[config.mk]
export PLATFORM = sky130hd
export DESIGN_NAME = vend_sequencer_flat
export DESIGN_NICKNAME = d
export VERILOG_FILES = /design/src/rtl/vend_sequencer_if.sv /design/src/rtl/vend_sequencer.sv /design/src/flat_wrapper.sv
export SDC_FILE = /design/constraint.sdc
export NUM_CORES = 1
export LEC_CHECK = 0
export CAP_MARGIN = 20
export CORE_MARGIN = 5
export CORE_UTILIZATION = 44
export DETAILED_ROUTE_END_ITERATION = 7
export HOLD_SLACK_MARGIN = 0.02
export PLACE_DENSITY = 0.76
export SLEW_MARGIN = 30
export SYNTH_ARGS = -nofsm -noshare
export SYNTH_HDL_FRONTEND = slang
export SYNTH_SLANG_ARGS = --single-unit
[constraint.sdc]
create_clock -name clk -period 3.2 [get_ports clk]
set_input_delay 0.64 -clock clk [delete_from_list [all_inputs] [get_ports clk]]
set_output_delay 0.64 -clock clk [all_outputs]
set_load 0.01 [all_outputs]
[src/rtl/vend_sequencer_if.sv]
`default_nettype none
// ============================================================================
// Module      : vend_sequencer_if
// Description : Request/strobe bundle between the vend sequencer and its
//               surroundings (debouncers upstream, credit/stock registers and
//               motor drivers downstream).
//   master : drives req/id/cancel/credit/stock_empty, observes the strobes
//   slave  : the sequencer itself
//   Signals: req, id[1:0], cancel, credit[4:0] (half units), stock_empty[2:0],
//            busy, debit, debit_amt[4:0], stock_dec[2:0], motor[2:0],
//            coin_out, done, err, err_code[1:0]
// Revision    : 1.0 - initial release
// ============================================================================
interface vend_sequencer_if;
  logic       req;
  logic [1:0] id;
  logic       cancel;
  logic [4:0] credit;
  logic [2:0] stock_empty;
  logic       busy;
  logic       debit;
  logic [4:0] debit_amt;
  logic [2:0] stock_dec;
  logic [2:0] motor;
  logic       coin_out;
  logic       done;
  logic       err;
  logic [1:0] err_code;

  modport master (
    output req, id, cancel, credit, stock_empty,
    input  busy, debit, debit_amt, stock_dec, motor, coin_out, done, err, err_code
  );

  modport slave (
    input  req, id, cancel, credit, stock_empty,
    output busy, debit, debit_amt, stock_dec, motor, coin_out, done, err, err_code
  );
endinterface
`default_nettype wire

[src/rtl/vend_sequencer.sv]
`default_nettype none
// ============================================================================
// Module      : vend_sequencer
// Description : Vending transaction controller. Checks a vend request against
//               id validity, stock and credit, then strobes debit/stock
//               decrement and times the dispense motor; on cancel returns the
//               credit as a train of half-unit coin pulses.
// Ports       : clk  - system clock
//               rst  - asynchronous active-high reset
//               bus  - vend_sequencer_if.slave (request inputs, strobe outputs)
// Revision    : 1.0 - initial release
// ============================================================================
module vend_sequencer #(
  parameter int         DISPENSE_CYCLES = 8,
  parameter int         CHANGE_GAP      = 4,
  parameter logic [4:0] PRICE0          = 5'd3,
  parameter logic [4:0] PRICE1          = 5'd5,
  parameter logic [4:0] PRICE2          = 5'd6
) (
  input  wire logic          clk,
  input  wire logic          rst,
  vend_sequencer_if.slave    bus
);

  localparam int c_max_cnt = (DISPENSE_CYCLES > CHANGE_GAP) ? DISPENSE_CYCLES : CHANGE_GAP;
  localparam int c_cnt_w   = $clog2(c_max_cnt + 1);

  // The counter is tested for zero before decrementing, so loading N-1 gives
  // an N-cycle interval between the loading edge and the acting edge.
  localparam logic [c_cnt_w-1:0] c_disp_load = c_cnt_w'(DISPENSE_CYCLES - 1);
  localparam logic [c_cnt_w-1:0] c_gap_load  = c_cnt_w'(CHANGE_GAP - 1);

  typedef enum logic [1:0] {
    S_IDLE       = 2'd0,
    S_CHECK      = 2'd1,
    S_DISPENSE   = 2'd2,
    S_REFUND_GAP = 2'd3
  } state_t;

  state_t             r_state,     w_state_nxt;
  logic [1:0]         r_id,        w_id_nxt;
  logic [c_cnt_w-1:0] r_cnt,       w_cnt_nxt;
  logic [4:0]         r_rem,       w_rem_nxt;
  logic               r_busy,      w_busy_nxt;
  logic               r_debit,     w_debit_nxt;
  logic [4:0]         r_debit_amt, w_debit_amt_nxt;
  logic [2:0]         r_stock_dec, w_stock_dec_nxt;
  logic [2:0]         r_motor,     w_motor_nxt;
  logic               r_coin,      w_coin_nxt;
  logic               r_done,      w_done_nxt;
  logic               r_err,       w_err_nxt;
  logic [1:0]         r_err_code,  w_err_code_nxt;

  logic [4:0] w_price;
  logic [3:0] w_sold_ext;
  logic       w_sold;
  logic [2:0] w_onehot;

  always_comb begin
    case (r_id)
      2'd0:    w_price = PRICE0;
      2'd1:    w_price = PRICE1;
      default: w_price = PRICE2;
    endcase
  end

  // Id 3 is rejected before the stock test, the padding bit only keeps the
  // index in range.
  assign w_sold_ext = {1'b1, bus.stock_empty};
  assign w_sold     = w_sold_ext[r_id];
  assign w_onehot   = 3'b001 << r_id;

  always_comb begin
    w_state_nxt     = r_state;
    w_id_nxt        = r_id;
    w_cnt_nxt       = r_cnt;
    w_rem_nxt       = r_rem;
    w_busy_nxt      = r_busy;
    w_debit_nxt     = 1'b0;
    w_debit_amt_nxt = 5'd0;
    w_stock_dec_nxt = 3'b000;
    w_motor_nxt     = r_motor;
    w_coin_nxt      = 1'b0;
    w_done_nxt      = 1'b0;
    w_err_nxt       = 1'b0;
    w_err_code_nxt  = r_err_code;

    case (r_state)
      S_IDLE: begin
        if (bus.req) begin
          // A simultaneous cancel is deliberately dropped.
          w_id_nxt    = bus.id;
          w_busy_nxt  = 1'b1;
          w_state_nxt = S_CHECK;
        end else if (bus.cancel && (bus.credit != 5'd0)) begin
          // First coin goes out immediately; the rest follow from the
          // snapshot so credit added during the refund is not returned.
          w_rem_nxt       = bus.credit - 5'd1;
          w_coin_nxt      = 1'b1;
          w_debit_nxt     = 1'b1;
          w_debit_amt_nxt = 5'd1;
          w_cnt_nxt       = c_gap_load;
          w_busy_nxt      = 1'b1;
          w_state_nxt     = S_REFUND_GAP;
        end
      end

      S_CHECK: begin
        if (r_id == 2'd3) begin
          w_err_nxt      = 1'b1;
          w_err_code_nxt = 2'b01;
          w_busy_nxt     = 1'b0;
          w_state_nxt    = S_IDLE;
        end else if (w_sold) begin
          w_err_nxt      = 1'b1;
          w_err_code_nxt = 2'b10;
          w_busy_nxt     = 1'b0;
          w_state_nxt    = S_IDLE;
        end else if (bus.credit < w_price) begin
          w_err_nxt      = 1'b1;
          w_err_code_nxt = 2'b11;
          w_busy_nxt     = 1'b0;
          w_state_nxt    = S_IDLE;
        end else begin
          w_debit_nxt     = 1'b1;
          w_debit_amt_nxt = w_price;
          w_stock_dec_nxt = w_onehot;
          w_motor_nxt     = w_onehot;
          w_cnt_nxt       = c_disp_load;
          w_state_nxt     = S_DISPENSE;
        end
      end

      S_DISPENSE: begin
        if (r_cnt == '0) begin
          w_motor_nxt = 3'b000;
          w_done_nxt  = 1'b1;
          w_busy_nxt  = 1'b0;
          w_state_nxt = S_IDLE;
        end else begin
          w_cnt_nxt = r_cnt - 1'b1;
        end
      end

      S_REFUND_GAP: begin
        if (r_cnt == '0) begin
          if (r_rem != 5'd0) begin
            w_coin_nxt      = 1'b1;
            w_debit_nxt     = 1'b1;
            w_debit_amt_nxt = 5'd1;
            w_rem_nxt       = r_rem - 5'd1;
            w_cnt_nxt       = c_gap_load;
          end else begin
            w_done_nxt  = 1'b1;
            w_busy_nxt  = 1'b0;
            w_state_nxt = S_IDLE;
          end
        end else begin
          w_cnt_nxt = r_cnt - 1'b1;
        end
      end

      default: w_state_nxt = S_IDLE;
    endcase
  end

  always_ff @(posedge clk or posedge rst) begin
    if (rst) begin
      r_state     <= S_IDLE;
      r_id        <= 2'd0;
      r_cnt       <= '0;
      r_rem       <= 5'd0;
      r_busy      <= 1'b0;
      r_debit     <= 1'b0;
      r_debit_amt <= 5'd0;
      r_stock_dec <= 3'b000;
      r_motor     <= 3'b000;
      r_coin      <= 1'b0;
      r_done      <= 1'b0;
      r_err       <= 1'b0;
      r_err_code  <= 2'b00;
    end else begin
      r_state     <= w_state_nxt;
      r_id        <= w_id_nxt;
      r_cnt       <= w_cnt_nxt;
      r_rem       <= w_rem_nxt;
      r_busy      <= w_busy_nxt;
      r_debit     <= w_debit_nxt;
      r_debit_amt <= w_debit_amt_nxt;
      r_stock_dec <= w_stock_dec_nxt;
      r_motor     <= w_motor_nxt;
      r_coin      <= w_coin_nxt;
      r_done      <= w_done_nxt;
      r_err       <= w_err_nxt;
      r_err_code  <= w_err_code_nxt;
    end
  end

  assign bus.busy      = r_busy;
  assign bus.debit     = r_debit;
  assign bus.debit_amt = r_debit_amt;
  assign bus.stock_dec = r_stock_dec;
  assign bus.motor     = r_motor;
  assign bus.coin_out  = r_coin;
  assign bus.done      = r_done;
  assign bus.err       = r_err;
  assign bus.err_code  = r_err_code;

endmodule
`default_nettype wire

[src/flat_wrapper.sv]
// flat-port wrapper written by rule: the top's interface ports become plain ports
module vend_sequencer_flat 
#(
  parameter int         DISPENSE_CYCLES = 8,
  parameter int         CHANGE_GAP      = 4,
  parameter logic [4:0] PRICE0          = 5'd3,
  parameter logic [4:0] PRICE1          = 5'd5,
  parameter logic [4:0] PRICE2          = 5'd6
)
  (clk, rst, bus_req, bus_id, bus_cancel, bus_credit, bus_stock_empty, bus_busy, bus_debit, bus_debit_amt, bus_stock_dec, bus_motor, bus_coin_out, bus_done, bus_err, bus_err_code);
  vend_sequencer_if bus_i ();
  input  wire logic clk;
  input  wire logic rst;
  input wire logic [$bits(bus_i.req)-1:0] bus_req;
  input wire logic [$bits(bus_i.id)-1:0] bus_id;
  input wire logic [$bits(bus_i.cancel)-1:0] bus_cancel;
  input wire logic [$bits(bus_i.credit)-1:0] bus_credit;
  input wire logic [$bits(bus_i.stock_empty)-1:0] bus_stock_empty;
  output wire logic [$bits(bus_i.busy)-1:0] bus_busy;
  output wire logic [$bits(bus_i.debit)-1:0] bus_debit;
  output wire logic [$bits(bus_i.debit_amt)-1:0] bus_debit_amt;
  output wire logic [$bits(bus_i.stock_dec)-1:0] bus_stock_dec;
  output wire logic [$bits(bus_i.motor)-1:0] bus_motor;
  output wire logic [$bits(bus_i.coin_out)-1:0] bus_coin_out;
  output wire logic [$bits(bus_i.done)-1:0] bus_done;
  output wire logic [$bits(bus_i.err)-1:0] bus_err;
  output wire logic [$bits(bus_i.err_code)-1:0] bus_err_code;
  assign bus_i.req = bus_req;
  assign bus_i.id = bus_id;
  assign bus_i.cancel = bus_cancel;
  assign bus_i.credit = bus_credit;
  assign bus_i.stock_empty = bus_stock_empty;
  assign bus_busy = bus_i.busy;
  assign bus_debit = bus_i.debit;
  assign bus_debit_amt = bus_i.debit_amt;
  assign bus_stock_dec = bus_i.stock_dec;
  assign bus_motor = bus_i.motor;
  assign bus_coin_out = bus_i.coin_out;
  assign bus_done = bus_i.done;
  assign bus_err = bus_i.err;
  assign bus_err_code = bus_i.err_code;
  vend_sequencer #(.DISPENSE_CYCLES(DISPENSE_CYCLES), .CHANGE_GAP(CHANGE_GAP), .PRICE0(PRICE0), .PRICE1(PRICE1), .PRICE2(PRICE2)) u_core (.clk(clk), .rst(rst), .bus(bus_i));
endmodule
==> metrics.log, run 1 <==
INFO  metric synth_ff_type = dfrtp_1
INFO  metric static-leakage-power = 0.925 nW
INFO  metric timing.rr.end = u_core.r_rem[0]$_DFFE_PP0P_
INFO  metric grt_first_pass_wirelength = 6930 um
INFO  metric post-cts-setup-buffers = 0
INFO  metric met1_length = 1780 um
INFO  metric drt_first_iter_violations = 69
INFO  metric cp_data_required_time = 3370 ps
INFO  metric post_dp_cell_area = 0.00208 sq mm
INFO  metric detail_route.drc_violations = 0
INFO  metric dp_worst_setup_slack = 273 ps
INFO  metric cts_htree_levels = 2
INFO  metric holdWs = 503 ps
INFO  metric antenna_found_initial = 0
INFO  metric place.detailed.instances = 247
INFO  metric crit_type = flop to flop
INFO  metric tritoncts.num_buffers = 5
INFO  metric filler_cell_count = 366
INFO  metric synth-seq-area-share = 41.7%
INFO  metric final_report_max_slew_violation_count = 0
INFO  metric worstMarginPinSlew = 599 ps
INFO  metric synth-edff-count = 0
INFO  metric placement_rows = 22
INFO  metric setup_tns = 0 ps
INFO  metric cts_root_buf = clkbuf_8
INFO  metric synth_cell_types = 55
INFO  metric worst_r2r_startpoint = u_core.r_state[1]$_DFFE_PP0P_
INFO  metric ys_warn_count = 0
INFO  metric met2WireLength = 1880 um
INFO  metric die_area = 0.00531 sq mm
INFO  metric power.density = 978 mW/mm^2
INFO  metric final_layout_size_suffix_gt1_share = 12.1%
INFO  metric grt_setup_unrepaired = no
INFO  metric ff2ff_path_depth = 6
INFO  metric flow.area_growth_from_synthesis = 26.5%
INFO  metric worst_setup_path_endpoint = u_core.r_rem[0]$_DFFE_PP0P_
INFO  metric clock_sinks = 29
INFO  metric postSynth.asyncResetShare = 100%
INFO  metric layout_setup_ws = 488 ps
INFO  metric worst-endpoint-arrival = 2880 ps
INFO  metric final_core_utilization = 58.8%
INFO  metric synth.cell_area = 0.00174 sq mm
INFO  metric highest_layer = met4
INFO  metric cts_max_path_buffers = 2
INFO  metric finalNetCount = 230
INFO  metric timing.critical_path.to_type = flop
INFO  metric ir_drop_worst_vdd = 481 uV
INFO  metric dieHeight = 72.9 um
INFO  metric grt_start_max_net_pins = 30
INFO  metric worst_clock_skew = 4.61 ps
INFO  metric clk_transition_reported_paths = 60 ps
INFO  metric clkLatencyLatePin = 280 ps
INFO  metric finalHoldViolCount = 0
INFO  metric timing.slew.headroom = 60.1%
INFO  metric place.port_buffers = 29
INFO  metric routabilityCongestion = 0.886
INFO  metric cts_tree = yes
INFO  metric routedWlPerCell = 15.3 um
INFO  metric fmax = 0.369 GHz
INFO  metric drv_cap = 0
INFO  metric report.power.total = 2.15 mW
INFO  metric outcome = finished clean
INFO  metric via_per_inst = 5.61
INFO  metric stdcell_area = 0.00220 sq mm
INFO  metric fin_cells = 255
INFO  metric io_pins = 32
INFO  metric critical_path.startpoint = u_core.r_state[1]$_DFFE_PP0P_
INFO  metric met3RoutedLength = 193 um
INFO  metric globalRouteOverflowTotal = 0
INFO  metric routed_wirelength = 3910 um
INFO  metric grt_pass1_vias = 1430
INFO  metric finalCritPeriodShare = 84.7%
INFO  metric count_of_final_setup_violators = 0
INFO  metric ctsResizeCount = 0
INFO  metric detail_route.first_pass.iterations = 4
INFO  metric final_cell_mix = clkdlybuf4s50_1 (29), dfrtp_1 (29), nor2_1 (15), inv_1 (11), ha_1 (10)
INFO  metric detailroute.via_count = 1431
INFO  metric die_width = 72.9 um
INFO  metric finalCriticalPeriod = 2710 ps
INFO  metric r2r_setup_slack = 490 ps
INFO  metric start_util = 46.5%
INFO  metric worst_setup_start_kind = flop
INFO  metric critical_path_peak_fanout = 11
INFO  metric synthesis.area_per_instance = 10.0 sq um
INFO  metric syn_inst = 174
INFO  metric ys_seq_elements = 29
INFO  metric remaining_antenna_violation_count_after_routing = 0
INFO  metric postCtsHoldBufs = 0
INFO  metric gr-usage-all-layers = 16.8%
INFO  metric post-dp-hpwl = 2960 um
INFO  metric hp-class = flop to flop
INFO  metric floorplan.core_area = 0.00374 sq mm
INFO  metric diodes = 0
INFO  metric timing.hold.worst.start = u_core.bus.busy$_DFFE_PP0P_
-- worst min-delay path by stage --
stage                                        to  slack [ps]  cells past startpoint
global placement    u_core.bus.busy$_DFFE_PP0P_         490                      2
floorplan           u_core.r_rem[1]$_DFFE_PP0P_         530                      2
finish              u_core.bus.busy$_DFFE_PP0P_         500                      2
CTS                 u_core.bus.busy$_DFFE_PP0P_         520                      2
global route        u_core.bus.busy$_DFFE_PP0P_         540                      2
detailed placement  u_core.bus.busy$_DFFE_PP0P_         500                      2
-- area by class of cell --
type / instances / area (sq um) / area share (%)
Tap cell: 48 / 60.1 / 2.73
Timing Repair Buffer: 33 / 320 / 14.6
Multi-Input combinational cell: 126 / 933 / 42.4
Clock buffer: 6 / 82.6 / 3.75
Clock inverter: 2 / 37.5 / 1.71
Inverter: 11 / 41.3 / 1.88
Sequential cell: 29 / 726 / 33.0
-- cells by family (layout without fill, tap and decap cells) --
group / Yosys count / in the layout / synth area share [%]
buffers and inverters: 20 / 52 / 4.82
AO/OA/AOI/OAI: 48 / 48 / 20.9
other: 1 / 2 / 0.216
adder cells (fa/ha/maj): 10 / 10 / 7.19
AND/OR/NAND/NOR: 53 / 53 / 17.4
flip-flops: 29 / 29 / 41.7
XOR/XNOR: 4 / 4 / 2.01
multiplexers: 9 / 9 / 5.76
-- synthesized netlist by cell type, types with 2 or more instances --
master     instances  share of area (%)
o2bb2ai_1          3                1.5
nor3_1             5                1.4
inv_1             11                2.4
mux2_2             4                2.6
nor2_1            15                3.2
a211oi_1           2               0.86
xnor2_1            3                1.5
clkbuf_1           6                1.3
nand2_1            6                1.3
buf_4              2               0.86
o21a_1             2               0.86
a211o_1            2                1.0
o21ai_0            9                2.6
a221oi_1           4                2.0
mux2i_1            4                2.3
nand2b_1           4                1.4
nor3b_1            5                2.2
o22a_1             2                1.0
dfrtp_1           29                 42
ha_1              10                7.2
a22oi_1            3                1.3
a31oi_1            2               0.72
a21o_1             2               0.86
nand4_1            3                1.1
a21oi_1            6                1.7
-- report_power, final --
group	internal, mW	switching, mW
sequential	0.517	0.152
clock	0.253	0.139
combinational	0.513	0.578
-- worst max-delay path, stage by stage, from the launching register on --
cell	delay [ps]
dfrtp_1	480
inv_1	160
ha_1	360
nor4b_1	210
a22oi_1	480
a21boi_1	520
mux2_2	390
-- sequential cells by signal (all words and copies together) (netlist names) --
signal / flops
u_core.bus.debit: 1
u_core.bus.stock_dec: 3
u_core.bus.err_code: 2
u_core.bus.debit_amt: 3
u_core.r_cnt: 4
u_core.bus.coin_out: 1
u_core.bus.err: 1
u_core.bus.done: 1
u_core.r_rem: 5
u_core.r_state: 2
u_core.bus.busy: 1
u_core.bus.motor: 3
u_core.r_id: 2
-- metal layers --
metal / global-route usage, % / vias up
met5: 0 / -
met4: 6.15 / 0
met3: 2.48 / 6
met2: 26.5 / 34
met1: 23.3 / 697
li1: - / 694
Power figures use the tool's default switching activity.
==> inputs of run 2 (changes only) <==
- clock period: 3.2 -> 2.6 ns (I/O delays scaled with it)
==> run 2 against run 1 <==
Compared with the run above:
- hold slack improved by 21 ps
- combinational power increased by 35%
- critical path depth increased by 2
- clock power increased by 14%
- first-iteration DRC count decreased by 8.7%
- clock skew increased by 3.4 ps
- critical endpoint is now u_core.r_cnt[2]$_DFFE_PP0P_
- largest power group unchanged
- highest routed layer unchanged
==> metrics.log, run 2 (synthesis gave the netlist of run 1 again) <==
INFO  metric cts_tree = yes
INFO  metric filler_cell_count = 336 (-8.2%)
INFO  metric critical_path_peak_fanout = 3 (-8)
INFO  metric ir_drop_worst_vdd = 655 uV (+36%)
INFO  metric crit_type = primary input to flop
INFO  metric antenna_found_initial = 0 (unchanged)
INFO  metric path_delay_family = compound AO/OA/AOI/OAI gates
INFO  metric final_cell_mix = clkdlybuf4s50_1 (29), dfrtp_1 (29), buf_4 (16), nor2_1 (15), inv_1 (11)
INFO  metric detail_route.first_pass.iterations = 4 (unchanged)
INFO  metric cp_data_required_time = 2760 ps (-610 ps)
INFO  metric timing.hold.worst.start = u_core.bus.busy$_DFFE_PP0P_
INFO  metric tritoncts.num_buffers = 5 (unchanged)
INFO  metric timing.slew.headroom = 59.0% (-1.1 points)
INFO  metric placement_rows = 22 (unchanged)
INFO  metric switchingPower = 1.07 mW (+23%)
INFO  metric hp-class = flop to flop
INFO  metric clk_transition_reported_paths = 60 ps (about the same)
INFO  metric static-leakage-power = 0.980 nW (+5.9%)
INFO  metric remaining_antenna_violation_count_after_routing = 0 (unchanged)
INFO  metric layout_top_registers = u_core.r_rem x5, u_core.r_cnt x4
INFO  metric power.internal = 1.64 mW (+28%)
INFO  metric fin_cells = 266 (+4.3%)
INFO  metric routedWlPerCell = 14.5 um (-5.6%)
INFO  metric grt_first_pass_wirelength = 6830 um (-1.4%)
INFO  metric setup_tns = 0 ps (unchanged)
INFO  metric die_area = 0.00531 sq mm (unchanged)
INFO  metric dieHeight = 72.9 um (unchanged)
INFO  metric crit_path_top_delay_cell = clkdlybuf4s50_1
INFO  metric die_width = 72.9 um (unchanged)
INFO  metric grt_start_max_net_pins = 30 (unchanged)
INFO  metric final_layout_size_suffix_gt1_share = 16.5% (+4.4 points)
INFO  metric place.detailed.instances = 259 (+4.9%)
INFO  metric fmax = 0.415 GHz
INFO  metric globalRouteOverflowTotal = 0 (unchanged)
INFO  metric worst-endpoint-arrival = 2570 ps (-310 ps)
INFO  metric post-cts-setup-buffers = 0 (unchanged)
INFO  metric p_sw_share = 39.6% (-0.82 points)
INFO  metric flow.area_growth_from_synthesis = 30.9%
INFO  metric postCtsHoldBufs = 0 (unchanged)
INFO  metric worst_r2r_startpoint = u_core.r_id[0]$_DFFE_PP0P_
INFO  metric cts_root_buf = clkbuf_8
INFO  metric cts_max_path_buffers = 2 (unchanged)
INFO  metric worstMarginPinSlew = 615 ps (+15.9 ps)
INFO  metric grt_pass1_vias = 1414 (-1.1%)
INFO  metric start_util = 46.5% (unchanged)
INFO  metric diodes = 0 (unchanged)
INFO  metric outcome = finished clean
INFO  metric post-dp-hpwl = 2990 um (+1.0%)
INFO  metric count_of_final_setup_violators = 0 (unchanged)
INFO  metric io_pins = 32 (unchanged)
INFO  metric via_per_inst = 5.52 (-1.6%)
INFO  metric place.port_buffers = 29 (unchanged)
INFO  metric detail_route.drc_violations = 0 (unchanged)
INFO  metric worst_setup_start_kind = primary input
INFO  metric report.power.total = 2.71 mW (+26%)
INFO  metric routed_wirelength = 3850 um (-1.5%)
INFO  metric gr-usage-all-layers = 16.5% (-0.24 points)
INFO  metric clock_sinks = 29 (unchanged)
INFO  metric largest_register = u_core.r_rem
INFO  metric seq_power_share = 29.2% (-1.9 points)
INFO  metric detailroute.via_count = 1469 (+2.7%)
INFO  metric timing.critical_path.buf_inv = 2 (+1)
INFO  metric routabilityCongestion = 0.876 (-1.1%)
INFO  metric timing.critical_path.to_type = flop
INFO  metric cts_htree_levels = 2 (unchanged)
INFO  metric worst_path_largest_cell_delay = 430 ps (-90 ps)
INFO  metric ctsResizeCount = 0 (unchanged)
INFO  metric clkLatencyLatePin = 280 ps (about the same)
INFO  metric worstPathCellList = clkdlybuf4s50_1 -> ha_1 -> a2111oi_1 -> buf_4 -> nand2_1 -> a21oi_4 -> nor2_2 -> mux2_4
INFO  metric power.combinational.fraction = 54.3% (+3.6 points)
INFO  metric worst_clock_skew = 8.04 ps (+3.43 ps)
INFO  metric drv_cap = 0 (unchanged)
INFO  metric drt_first_iter_violations = 63 (-8.7%)
INFO  metric holdWs = 524 ps (+21.2 ps)
INFO  metric largest_register_ffs = 5 (unchanged)
INFO  metric finalNetCount = 242 (+5.2%)
INFO  metric finalCritPeriodShare = 92.8%
INFO  metric finalHoldViolCount = 0 (unchanged)
INFO  metric finalCriticalPeriod = 2410 ps
INFO  metric critical_path.startpoint = bus_credit[2]
INFO  metric pwr-share-clk = 16.5% (-1.7 points)
INFO  metric final_report_max_slew_violation_count = 0 (unchanged)
INFO  metric power.density = 1190 mW/mm^2 (+22%)
INFO  metric floorplan.core_area = 0.00374 sq mm (unchanged)
run 2: changes by cell type in the layout (fill, tap and decap cells not counted), sizes merged:
cell      delta
clkinvlp     -1
clkbuf       -1
buf         +12
clkinv       +1
run 2: layout make-up:
class	instances	area (sq um)	area share [%]
clock inverters	2	35.0	1.54
clock buffers	5	68.8	3.02
inverters	11	41.3	1.81
flip-flops and latches	29	726	31.9
multi-input cells	126	935	41.1
repair buffers	45	410	18.0
well taps	48	60.1	2.64
run 2: stage by stage:
step / area (sq um) / worst slack (ps) / util (%)
after floorplan: 1740 / 224 / -
after global placement: 2170 / -51.3 / 58.0
after detailed placement: 2170 / -116 / 58.0
after CTS: 2270 / 172 / 60.8
after global routing: 2280 / -20.7 / 60.8
final: 2280 / 188 / 60.8
run 2: path summary, 6_finish.rpt:
path                       depth (start not counted)                              end  slack, ps
max reg2reg                                       10      u_core.r_cnt[2]$_DFFE_PP0P_        260
min reg2reg                                        2      u_core.bus.busy$_DFFE_PP0P_        520
max                                                8      u_core.r_cnt[2]$_DFFE_PP0P_        190
min                                                2      u_core.bus.busy$_DFFE_PP0P_        520
min in group asynchronous                          3  u_core.bus.motor[2]$_DFFE_PP0P_        620
max in group asynchronous                          3      u_core.r_rem[2]$_DFFE_PP0P_       1700
run 2: routing by layer:
metal / track usage, % / wire length [um]
met1: 22.9 / 1860
met2: 24.8 / 1760
met3: 4.13 / 173
met4: 6.15 / 53
met5: 0 / 0
run 2: power by group through the flow:
stage               combinational (mW)  sequential [mW]  clock, mW
floorplan                        0.925            0.791          0
global placement                  1.44            0.790          0
detailed placement                1.46            0.793          0
CTS                               1.47            0.788      0.457
global route                      1.63            0.821      0.480
finish                            1.47            0.790      0.447
run 2: tightest hold or removal path, cell delays in order, from the launching register on:
cell and delay [ps]:
dfrtp_1 360, a21oi_1 40, nor2_1 80
